`src/rtl/arm_fetch_unit.sv`:
```
// Instruction-fetch front end: sequential word fetches to a variable-latency imem,
// in-order response queue toward IF/ID, and branch redirect with stale-response discard.
module arm_fetch_unit #(
  parameter int unsigned DEPTH           = 4,
  parameter int unsigned MAX_OUTSTANDING = 2,
  parameter logic [63:0] RESET_PC        = 64'h0
) (
  input  logic        CLOCK,
  input  logic        RESET,
  input  logic        redirect_valid,
  input  logic [63:0] redirect_pc,
  output logic        imem_req,
  output logic [63:0] imem_addr,
  input  logic        imem_gnt,
  input  logic        imem_rvalid,
  input  logic [31:0] imem_rdata,
  output logic        ic_valid,
  input  logic        ic_ready,
  output logic [31:0] IC,
  output logic [63:0] PC
);

  localparam int unsigned PTR_W = (DEPTH > 1) ? $clog2(DEPTH) : 1;
  localparam int unsigned CNT_W = $clog2(DEPTH + 1);
  localparam int unsigned INF_W = $clog2(MAX_OUTSTANDING + 1);

  logic [63:0]      fetch_pc;
  logic [63:0]      resp_pc;
  logic [CNT_W-1:0] count;
  logic [INF_W-1:0] inflight;
  logic [INF_W-1:0] discard;
  logic [PTR_W-1:0] head;
  logic [PTR_W-1:0] tail;

  logic [63:0] pc_q [DEPTH];
  logic [31:0] ic_q [DEPTH];

  logic        rsp_ok;
  logic        accept;
  logic        keep;
  logic        pop;
  logic        credit_ok;
  logic [63:0] target;

  function automatic logic [PTR_W-1:0] ptr_inc(input logic [PTR_W-1:0] p);
    return (32'(p) == DEPTH - 1) ? '0 : p + PTR_W'(1);
  endfunction

  assign target = redirect_pc & ~64'h3;

  // A response with nothing outstanding is a protocol violation and is ignored outright.
  assign rsp_ok = imem_rvalid && (inflight != '0);

  // Queued plus in-flight never exceeds DEPTH, so every kept response has a free slot.
  assign credit_ok = (32'(inflight) < MAX_OUTSTANDING) &&
                     ((32'(inflight) + 32'(count)) < DEPTH);

  assign imem_req  = RESET && !redirect_valid && credit_ok;
  assign imem_addr = fetch_pc;
  assign accept    = imem_req && imem_gnt;
  assign keep      = rsp_ok && (discard == '0) && !redirect_valid;

  assign ic_valid = (count != '0);
  assign pop      = ic_valid && ic_ready && !redirect_valid;
  assign IC       = ic_valid ? ic_q[head] : '0;
  assign PC       = ic_valid ? pc_q[head] : '0;

  always_ff @(posedge CLOCK or negedge RESET) begin
    if (!RESET) begin
      fetch_pc <= RESET_PC;
      resp_pc  <= RESET_PC;
      count    <= '0;
      inflight <= '0;
      discard  <= '0;
      head     <= '0;
      tail     <= '0;
    end else if (redirect_valid) begin
      // Everything still outstanding after this cycle belongs to the old path.
      fetch_pc <= target;
      resp_pc  <= target;
      count    <= '0;
      head     <= '0;
      tail     <= '0;
      inflight <= inflight - INF_W'(rsp_ok);
      discard  <= inflight - INF_W'(rsp_ok);
    end else begin
      if (accept) begin
        fetch_pc <= fetch_pc + 64'd4;
      end

      case ({accept, rsp_ok})
        2'b10:   inflight <= inflight + INF_W'(1);
        2'b01:   inflight <= inflight - INF_W'(1);
        default: inflight <= inflight;
      endcase

      if (rsp_ok) begin
        if (discard != '0) begin
          discard <= discard - INF_W'(1);
        end else begin
          resp_pc <= resp_pc + 64'd4;
          tail    <= ptr_inc(tail);
        end
      end

      if (pop) begin
        head <= ptr_inc(head);
      end

      case ({keep, pop})
        2'b10:   count <= count + CNT_W'(1);
        2'b01:   count <= count - CNT_W'(1);
        default: count <= count;
      endcase
    end
  end

  always_ff @(posedge CLOCK) begin
    if (keep) begin
      pc_q[tail] <= resp_pc;
      ic_q[tail] <= imem_rdata;
    end
  end

endmodule

```
`config.mk`:
```
export PLATFORM = sky130hd
export DESIGN_NAME = arm_fetch_unit
export DESIGN_NICKNAME = d
export VERILOG_FILES = /design/src/rtl/arm_fetch_unit.sv
export SDC_FILE = /design/constraint.sdc
export NUM_CORES = 1
export LEC_CHECK = 0
export ABC_CLOCK_PERIOD_IN_PS = 5400
export CAP_MARGIN = 20
export CORE_ASPECT_RATIO = 0.5
export CORE_MARGIN = 8
export CORE_UTILIZATION = 55
export CTS_CLUSTER_SIZE = 8
export DETAILED_ROUTE_END_ITERATION = 7
export GPL_TIMING_DRIVEN = 0
export PLACE_DENSITY_LB_ADDON = 0.12
export SLEW_MARGIN = 25
export SYNTH_ARGS = -nofsm -noshare
export SYNTH_HDL_FRONTEND = slang
export SYNTH_SLANG_ARGS = --single-unit
export TNS_END_PERCENT = 100
```
`constraint.sdc`:
```
create_clock -name CLOCK -period 5.4 [get_ports CLOCK]
set_input_delay 1.35 -clock CLOCK [delete_from_list [all_inputs] [get_ports CLOCK]]
set_output_delay 1.35 -clock CLOCK [all_outputs]
set_load 0.01 [all_outputs]
```
# Word level (Yosys, flattened, before mapping)
# Memory sizes are Yosys's and may differ from the RTL's.
# Cells that the tools add are included.
# op_classes
eq_ne,7
muxes,23
addsub,11
order_cmp,2
n_reduce_logical,22
# op_table
op,n
$mux 64,6
$add 64x3->64 const B,2
$mux 32,1
$mux 2,11
$reduce_bool 2->1,6
$logic_and 1x1->1,9
$reduce_bool 3->1,3
$eq 2x2->1 const B,4
$add 2x1->2 const B,3
$pmux 3 s2,1
$add 2x3->4,1
$eq 2x1->1 const B,2
$lt 4x3->1 const B,1
$pmux 2 s2,1
$reduce_and 2->1,2
$sub 2x1->2 const B,2
$add 3x1->3 const B,1
$mux 3,1
$sub 3x1->3 const B,1
$logic_not 2->1,1
$lt 2x2->1 const B,1
$mux 1,2
$ne 2x2->1 const B,1
$sub 2x1->2,1
$logic_not 1->1,1
# word_totals
ram_bits,384
mem_count,2
ff_bits,139
inputBits,102
# memory_table
memory,words,word_bits,read_ports,rd_ports_with_merged_regs,wr,line,rtl
pc_q,4,64,1,0,1,35,logic [63:0] pc_q [DEPTH];
ic_q,4,32,1,0,1,36,logic [31:0] ic_q [DEPTH];

# Logic depth before layout (Yosys ltp)
# Gate-level depths: netlist of the first run.
# logic_depth
word_depth,8
ltp_mapped,11
mapped_depth_nobuf,10

# Worst setup path after synthesis of the first run
# OpenSTA, ideal clock, no wires.
# synth_path
path_kind,in2reg
start,input port redirect_valid
end,memory ic_q[0][0] (enable)
setup_time_ps,464
cell_stages,4
slack_ps,718
t_arrival_ps,4219
path_buffers,2
cell_sequence,clkbuf_1 > clkinv_1 > clkbuf_1 > and3_1
# synth_between
elab_chain_len,4
# synth_rtl
item,line,rtl
from (decl),10,"input logic redirect_valid,"
$logic_not 1->1,61,assign keep = rsp_ok && (discard == '0) && !redirect_valid;
$logic_and 1x1->1,61,
$mux 1,119,if (keep) begin
$mux 1 (implied by the code),121,ic_q[tail] <= imem_rdata;
to (decl),36,
# No other way between the ends.

# Worst setup path in the final report of the first run
# layout_path
start,register head[1]
end,output port PC[26]
# layout_between
elab_chain_len,2
# layout_rtl
item,line,rtl
from (decl),32,logic [PTR_W-1:0] head;
from (signal assigned),107,head <= ptr_inc(head);
$mem_v2 4x64,-,
$mux 64,66,assign PC = ic_valid ? pc_q[head] : '0;
to (decl),20,output logic [63:0] PC
# No other way between the ends.

==> results of run 1 <==
power groups by stage:
| stage | Sequential (mW) | Combinational (mW) | Clock (mW) |
|---|---|---|---|
| finish | 4.77 | 3.33 | 4.17 |
| global route | 4.80 | 3.58 | 4.38 |
| CTS | 4.77 | 3.40 | 4.20 |
| detailed placement | 4.83 | 3.36 | 0 |
| global placement | 4.83 | 3.29 | 0 |
| floorplan | 4.78 | 1.66 | 0 |
logic make-up (layout without fill, tap and decap cells):
family	Yosys count	count (layout)
AOI/OAI and AO/OA	160	160
xor gates and xnor gates	74	74
adders and majority gates	11	11
buffers and inverters	100	476
DFF	511	511
muxes	118	118
other	1	5
and+or+nand+nor	522	522
registers in the layout, indices dropped and copies added, names as in the netlist:
name and count:
imem_addr 62, discard 2, inflight 2, count 3, pc_q 248, ic_q 128
tail 2, resp_pc 62, head 2
layout make-up:
| class | instances | share of cell area |
|---|---|---|
| clock inverters | 5 | 0.00290 |
| flip-flops and latches | 511 | 0.532 |
| repair buffers | 265 | 0.102 |
| diodes | 1 | 0.0000908 |
| inverters | 22 | 0.00300 |
| well taps | 530 | 0.0241 |
| clock buffers | 106 | 0.0715 |
| multi-input cells | 889 | 0.253 |
| plain buffers | 78 | 0.0116 |
critical path, stage by stage (launching register included):
cell             delay, ns
dfrtp_1               0.35
clkbuf_1              0.34
clkbuf_1              0.74
clkbuf_1              0.70
mux4_2                0.43
and2_1                0.18
clkdlybuf4s50_1       0.48
worst max path at each step:
stage | slack (ns) | end | cells past startpoint | startpoint
2_1_floorplan | 0.72 | ic_q[0][0]$_DFFE_PP_ | 4 | redirect_valid
3_3_place_gp | -3.74 | imem_req | 4 | RESET
3_5_place_dp | 0.72 | imem_req | 5 | RESET
4_1_cts | 0.16 | PC[26] | 6 | head[0]$_DFFE_PN0P_
5_1_grt | 0.03 | PC[45] | 6 | head[0]$_DFFE_PN0P_
6_report | 0.26 | PC[26] | 6 | head[1]$_DFFE_PN0P_
metal layers:
layer  routed length [um]  up-vias  GRT usage  share of wire
li1                     -     6450          -              -
met1                24500     7576      0.337           0.40
met2                30900      661      0.437           0.50
met3                 4360      129     0.0529          0.071
met4                 1840        0     0.0900          0.030
met5                    0        -          0              0
cells in the final DEF, fill, tap and decap left out, types with 58 or more instances in the layout:
master	instances
nand3_1	75
clkbuf_1	93
nor2_1	58
clkdlybuf4s50_1	255
edfxtp_1	376
and2_1	102
clkbuf_16	74
dfrtp_1	135
nand2_1	133
mux4_2	94
o21ai_0	78
==> metrics.txt, run 1 <==
status finished, final reports clean; Crit Path Max Fanout 10; Post-synth top cells 376 x edfxtp_1, 135 x dfrtp_1, 133 x nand2_1; part of the Yosys area used for sequential elements 0.667; Register-to-Register Path Depth 7; Max Buffers Root-to-Sink 3; power per cell area approximately 450 nW/um2; DRT iter0 DRCs between 1000 and 1500; Core ar. 39200 um2; post-synth top area cell edfxtp_1; Placed Cells roughly 2300; VDD IR max around 0.00034 V; most frequent cell after synthesis edfxtp_1; starting density of the core 0.561; min Tclk post-route 5.14 ns; hold slack approximately 0.58 ns; Worst Setup End Kind output pin; CTS Sinks slightly above 500; largest net degree at the start of global routing between 70 and 80; RR Endpoint resp_pc[54]$_DFFE_PN0P_; Slew @ Worst Pin 1.04 ns; antenna violations before repair 1; I/O Buffers about 260; #FFs+latches synth roughly 510; post-synthesis compound-gate area fraction 0.0454; Syn. warnings 0; total track usage 0.259; Post-DP HPWL between 40 and 50 mm; buffer count from post-CTS setup fixing 0; pre-CTS setup slack 0.723 ns; Final WS setup 0.256 ns; number of synthesized flops with an enable pin 376; logic gate share of total power 0.271; clk_lat worst skew between 0.5 and 0.6 ns; total chip power between 10 and 15 mW; via-per-instance ratio approximately 6.2; cell depth of the worst hold path 0; first-pass GRT wire length 93.3 mm; Crit path required time approximately 4.1 ns; storage element area 14700 um2; Non-Filler Instances 2407; clk root buf clkbuf_16; mean post-synth cell area about 15 um2; Final Cell Area 27600 um2; leakage 9.30 nW; setup tns final 0 ns; max_cap viols 0; DRC viols 0; Post-Synth Simple-Gate Area 0.125; WHS Endpoint pc_q[2][11]$_DFFE_PP_; final RePlAce weighted congestion between 0.9 and 1; Hold Buf Count CTS 0; die area 47000 um2; largest family of logic cells by synthesized area simple AND/OR/NAND/NOR gates; Horiz. Die Dim 299 um; Rows 51; Sw Pwr about 3.5 mW; Post-synth top flop edfxtp_1; post-synthesis xor/xnor area fraction 0.0295; area grow syn2layout 25.3%; share of the synthesized area in the top cell type 0.513; Slew Viols, Final 0; HP Class flip-flop to flip-flop; post-place instance area ~26000 um2; WL final slightly above 60 mm; relative slew slack 0.301; Tcrit/Tclk final 0.953; multi-input logic area approximately 7000 um2; Mapped Area 22000 um2; post-synthesis cell count 1497; final hold vios 0; antenna viol nets, final 0; Worst-path clk slew about 0.06 ns; Startpoint Class flip-flop; die height between 150 and 200 um; vias about 15000; top post-synthesis cells by area edfxtp_1 51%, dfrtp_1 15%, mux4_2 9.6%; io pins 264; Clk pwr share 0.340; drt wl/cell between 20 and 30 um; Finished Core Util 0.704; vias in the first global route between 15000 and 20000; reg2reg setup slack around 1.6 ns; CTS resizes 0; TritonCTS buffer count 73; post-synthesis adder-cell area fraction 0.00660; post-synthesis mux area share 0.108; ys async rst share 0.264; Flop pwr share 0.389; Switching Share 0.289; WP data arrival between 3 and 4 ns; DRT Pass-1 Iters 6; maximum level of the CTS H-tree 3; total gr overflow 0; Layout Nets a little under 2000; Fillers around 2700; Setup Crit Path Kind flip-flop to output pin; clk_skew ~0.020 ns; Netlist cell types 58; fmax about 0.19 GHz; R2R Path Start resp_pc[2]$_DFFE_PN0P_; fraction of layout cells with a size suffix above 1 0.123; unrepaired setup endpoints after global routing false; P_int roughly 8.7 mW; Hold Path Origin resp_pc[11]$_DFFE_PN0P_; final setup fails 0; CTS tree yes
Note: power is estimated with default switching activity, not from simulation.
==> run 2, diff against run 1 <==
--- a/config.mk
+++ b/config.mk
@@ -9,7 +9,7 @@
 export CAP_MARGIN = 20
 export CORE_ASPECT_RATIO = 0.5
 export CORE_MARGIN = 8
-export CORE_UTILIZATION = 55
+export CORE_UTILIZATION = 45
 export CTS_CLUSTER_SIZE = 8
 export DETAILED_ROUTE_END_ITERATION = 7
 export GPL_TIMING_DRIVEN = 0
==> metrics.txt, run 2 (synthesis gave the netlist of run 1 again) <==
area grow syn2layout 26.1%; hold slack 0.571 ns; vias in the first global route roughly 15000; fraction of layout cells with a size suffix above 1 0.124; drt wl/cell about 25 um; max_cap viols 0; Setup Crit Path Kind flip-flop to output pin; Horiz. Die Dim 329 um; pre-CTS setup slack roughly 0.61 ns; Slew Viols, Final 0; Max stage delay cell, worst path clkbuf_1; power per cell area about 440 nW/um2; Worst Setup End Kind output pin; total track usage 0.221; most common cell after layout, fill and taps aside edfxtp_1; I/O Buffers around 260; DRC viols 0; Core ar. about 48000 um2; fmax just under 0.2 GHz; Non-Filler Instances 2526; Crit path required time 4.05 ns; post-place instance area ~26000 um2; Startpoint Class flip-flop; HP Class flip-flop to flip-flop; CP peak stage delay approximately 0.74 ns; final setup fails 0; Worst path top cell family by delay buffers and inverters; Hold Buf Count CTS 0; Top Registers pc_q (248), ic_q (128); leakage between 9 and 10 nW; final hold vios 0; Final Cell Area between 20000 and 30000 um2; top layer in use met4; CTS resizes 0; DRT iter0 DRCs between 1000 and 1500; Max Buffers Root-to-Sink 3; total gr overflow 0; maximum level of the CTS H-tree 3; Fillers between 3000 and 4000; Worst-path clk slew about 0.050 ns; antenna violations before repair 2; max reg flops between 200 and 250; DRT Pass-1 Iters 8; Most flops, register pc_q; status finished, final reports clean; DRT met1 WL around 26 mm; first-pass GRT wire length 94.1 mm; WL final 63.3 mm; via-per-instance ratio 5.75; starting density of the core 0.454; met3 wire len roughly 3.7 mm; relative slew slack 0.295; Post-DP HPWL 44.6 mm; CTS Sinks 511; unrepaired setup endpoints after global routing false; Final WS setup ~0.25 ns; crit path cell chain clkbuf_1, clkbuf_1, clkbuf_1, mux4_2, and2_1, clkdlybuf4s50_1; reg2reg setup slack 1.51 ns; io pins 264; largest net degree at the start of global routing 73; Slew @ Worst Pin about 1.1 ns; most frequent cells in the layout 376 x edfxtp_1, 255 x clkdlybuf4s50_1, 135 x dfrtp_1; die area 56600 um2; routed wl met2 between 30 and 40 mm; clk_lat worst skew ~0.60 ns; Placed Cells around 2400; Finished Core Util 0.573; die height between 150 and 200 um; crit path buf inv count 4; CTS tree yes; Crit path top cell by count clkbuf_1; Crit Path Max Fanout 10; TritonCTS buffer count between 70 and 80; Rows 57; final RePlAce weighted congestion roughly 0.9; clk root buf clkbuf_16; antenna viol nets, final 0; Tcrit/Tclk final 0.953; buffer count from post-CTS setup fixing 0; WP data arrival between 3 and 4 ns; clk_skew 0.0150 ns; vias roughly 15000; Layout Nets slightly below 2000; min Tclk post-route about 5.1 ns; VDD IR max around 0.00024 V
run 2: routing by layer:
| layer | global-route usage | up-vias |
|---|---|---|
| met3 | 0.0450 | 141 |
| li1 | - | 6442 |
| met2 | 0.379 | 522 |
| met5 | 0 | - |
| met4 | 0.0852 | 0 |
| met1 | 0.279 | 7413 |
run 2: metrics by stage:
stage	power, mW	setup TNS [ns]
after floorplan	6.44	0
after global placement	8.20	-1377.20
after detailed placement	8.25	0
after CTS	12.4	0
after global routing	12.8	0
final	12.2	0
run 2: path summary, 6_finish.rpt:
| kind | startpoint | endpoint | depth (start not counted) |
|---|---|---|---|
| worst max-delay path | head[1]$_DFFE_PN0P_ | PC[32] | 6 |
| worst min-delay path | imem_addr[39]$_DFFE_PN0P_ | imem_addr[39]$_DFFE_PN0P_ | 1 |
| worst max register to register | resp_pc[2]$_DFFE_PN0P_ | resp_pc[54]$_DFFE_PN0P_ | 7 |
| worst min register to register | imem_addr[39]$_DFFE_PN0P_ | imem_addr[39]$_DFFE_PN0P_ | 1 |
| max in group asynchronous | RESET | resp_pc[25]$_DFFE_PN0P_ | 2 |
| min in group asynchronous | RESET | imem_addr[56]$_DFFE_PN0P_ | 1 |
run 2: layout make-up:
type / count / area [um2] / area share
flip-flops and latches: 511 / 14700 / 0.529
multi-input cells: 889 / 6970 / 0.252
repair buffers: 265 / 2820 / 0.102
clock buffers: 106 / 1970 / 0.0711
well taps: 649 / 812 / 0.0293
plain buffers: 78 / 323 / 0.0116
inverters: 22 / 82.6 / 0.00298
clock inverters: 5 / 80.1 / 0.00289
diodes: 1 / 2.50 / 0.0000902
run 2: power breakdown:
group	switching [mW]	internal, mW	leakage [nW]
combinational	1.62	1.72	3.30
sequential	0.268	4.51	5.04
clock	1.63	2.51	0.984
total	3.51	8.73	9.32
==> run 3, diff against run 2 <==
--- a/config.mk
+++ b/config.mk
@@ -14,6 +14,7 @@
 export DETAILED_ROUTE_END_ITERATION = 7
 export GPL_TIMING_DRIVEN = 0
 export PLACE_DENSITY_LB_ADDON = 0.12
+export REMOVE_ABC_BUFFERS = 1
 export SLEW_MARGIN = 25
 export SYNTH_ARGS = -nofsm -noshare
 export SYNTH_HDL_FRONTEND = slang
==> metrics.txt, run 3 (synthesis gave the netlist of run 1 again) <==
antenna violations before repair 0; crit path cell chain buf_12, buf_16, buf_12, mux4_2, and2_1, clkdlybuf4s50_1; Slew Viols, Final 0; Crit path required time ~4.1 ns; Post-DP HPWL 37.2 mm; max_cap viols 0; clk root buf clkbuf_16; Startpoint Class flip-flop; Layout Nets approximately 1900; Worst-path clk slew 0.05 ns; DRT iter0 DRCs between 1000 and 1500; clk_skew between 0.02 and 0.025 ns; final setup fails 0; CTS Sinks a little over 500; Tcrit/Tclk final 0.901; Core ar. just under 50000 um2; largest net degree at the start of global routing 87; die area 56600 um2; WL final approximately 57 mm; unrepaired setup endpoints after global routing false; Placed Cells around 2400; Register-to-Register Path Depth 6; buffer count from post-CTS setup fixing 0; maximum level of the CTS H-tree 3; RR Endpoint resp_pc[57]$_DFFE_PN0P_; total chip power between 10 and 15 mW; TritonCTS buffer count 73; ant diodes 0; hold slack between 0.5 and 0.6 ns; fmax between 0.2 and 0.25 GHz; vias in the first global route around 15000; DRT Pass-1 Iters 5; min Tclk post-route 4.86 ns; cell depth of the worst hold path 1; Rows 57; most frequent cells in the layout 376 x edfxtp_1, 255 x clkdlybuf4s50_1, 133 x nand2_1, 133 x dfrtp_1, 102 x and2_1; reg2reg setup slack roughly 1.7 ns; CTS tree yes; Hold Path Origin imem_addr[24]$_DFFE_PN0P_; R2R Path Start resp_pc[15]$_DFFE_PN0P_; Crit Path Max Fanout 32; leakage roughly 9.3 nW; Crit path top cell by count buf_12; total gr overflow 0; CTS resizes 0; CP peak stage delay about 0.89 ns; area grow syn2layout 26.0%; Hold Buf Count CTS 0; Most flops, register pc_q; total track usage 0.201; Horiz. Die Dim roughly 330 um; die height about 170 um; Non-Filler Instances roughly 2500; VDD IR max 0.000248 V; via-per-instance ratio about 5.7; final RePlAce weighted congestion slightly above 0.8; WP data arrival around 3.5 ns; Max Buffers Root-to-Sink 3; Setup Crit Path Kind flip-flop to output pin; most common cell after layout, fill and taps aside edfxtp_1; Worst Setup End Kind output pin; final hold vios 0; io pins about 260; vias about 14000; fraction of layout cells with a size suffix above 1 0.134; drt wl/cell about 23 um; clk_lat worst skew roughly 0.58 ns; Top Registers pc_q (248), ic_q (128); relative slew slack 0.222; power per cell area ~440 nW/um2; WHS Endpoint imem_addr[24]$_DFFE_PN0P_; antenna viol nets, final 0; HP Class flip-flop to flip-flop; Max stage delay cell, worst path dfrtp_4; status finished, final reports clean; DRC viols 0; first-pass GRT wire length ~88 mm; I/O Buffers around 260; Slew @ Worst Pin approximately 1.2 ns; max reg flops 248; starting density of the core 0.454
-- run 3: cell types whose count changed in the layout (fill, tap and decap cells not counted), moves of 3 or more --
| cell | delta |
|---|---|
| buf_6 | +4 |
| buf_12 | +8 |
| clkbuf_1 | -55 |
| buf_4 | -3 |
| buf_1 | -6 |
| buf_2 | -4 |
-- run 3: critical path, delay by kind of cell (launching register included) --
kind	cells	cell delay [ns]
buf+inv	4	1.33
mux	1	0.51
simple gates	1	0.17
flops	1	0.89
-- run 3: worst max path at each step --
stage	cells after the start	from	end	slack, ns
2_1_floorplan	2	head[0]$_DFFE_PN0P_	IC[0]	-0.51
3_3_place_gp	3	redirect_valid	ic_q[3][18]$_DFFE_PP_	-6.61
3_5_place_dp	7	imem_rvalid	resp_pc[54]$_DFFE_PN0P_	0.52
4_1_cts	6	head[0]$_DFFE_PN0P_	PC[42]	0.37
5_1_grt	6	head[0]$_DFFE_PN0P_	PC[48]	0.28
6_report	6	head[0]$_DFFE_PN0P_	PC[42]	0.54
-- run 3: stage by stage --
step | cell area (um2) | utilization | setup slack (ns) | setup TNS (ns)
2_1_floorplan | 21700 | - | -0.514 | -48.32
4_1_cts | 27700 | 0.572 | 0.366 | 0
3_5_place_dp | 25600 | 0.529 | 0.517 | 0
5_1_grt | 27700 | 0.572 | 0.278 | 0
6_report | 27700 | 0.572 | 0.536 | 0
3_3_place_gp | 25100 | 0.518 | -6.61 | -3489.78
-- run 3: final cells by class --
| cell class | instances | area, um2 |
|---|---|---|
| Clock buffer | 114 | 2040 |
| Clock inverter | 2 | 25.0 |
| Fill cell | 3797 | 20700 |
| Inverter | 22 | 87.6 |
| Multi-Input combinational cell | 889 | 7000 |
| Sequential cell | 511 | 14700 |
| Tap cell | 649 | 812 |
| Timing Repair Buffer | 280 | 3070 |
-- run 3: routing by layer --
metal,vias to the layer above,track usage,wire [um]
li1,6335,-,-
met1,7252,0.249,23200
met2,376,0.356,29800
met3,104,0.0434,2890
met4,0,0.0615,1260
met5,-,0,0
-- run 3: power by group --
group / internal [mW] / switching (mW) / total, mW
registers: 4.51 / 0.316 / 4.82
clock network: 2.57 / 1.59 / 4.15
logic: 1.79 / 1.54 / 3.33
total: 8.86 / 3.44 / 12.3
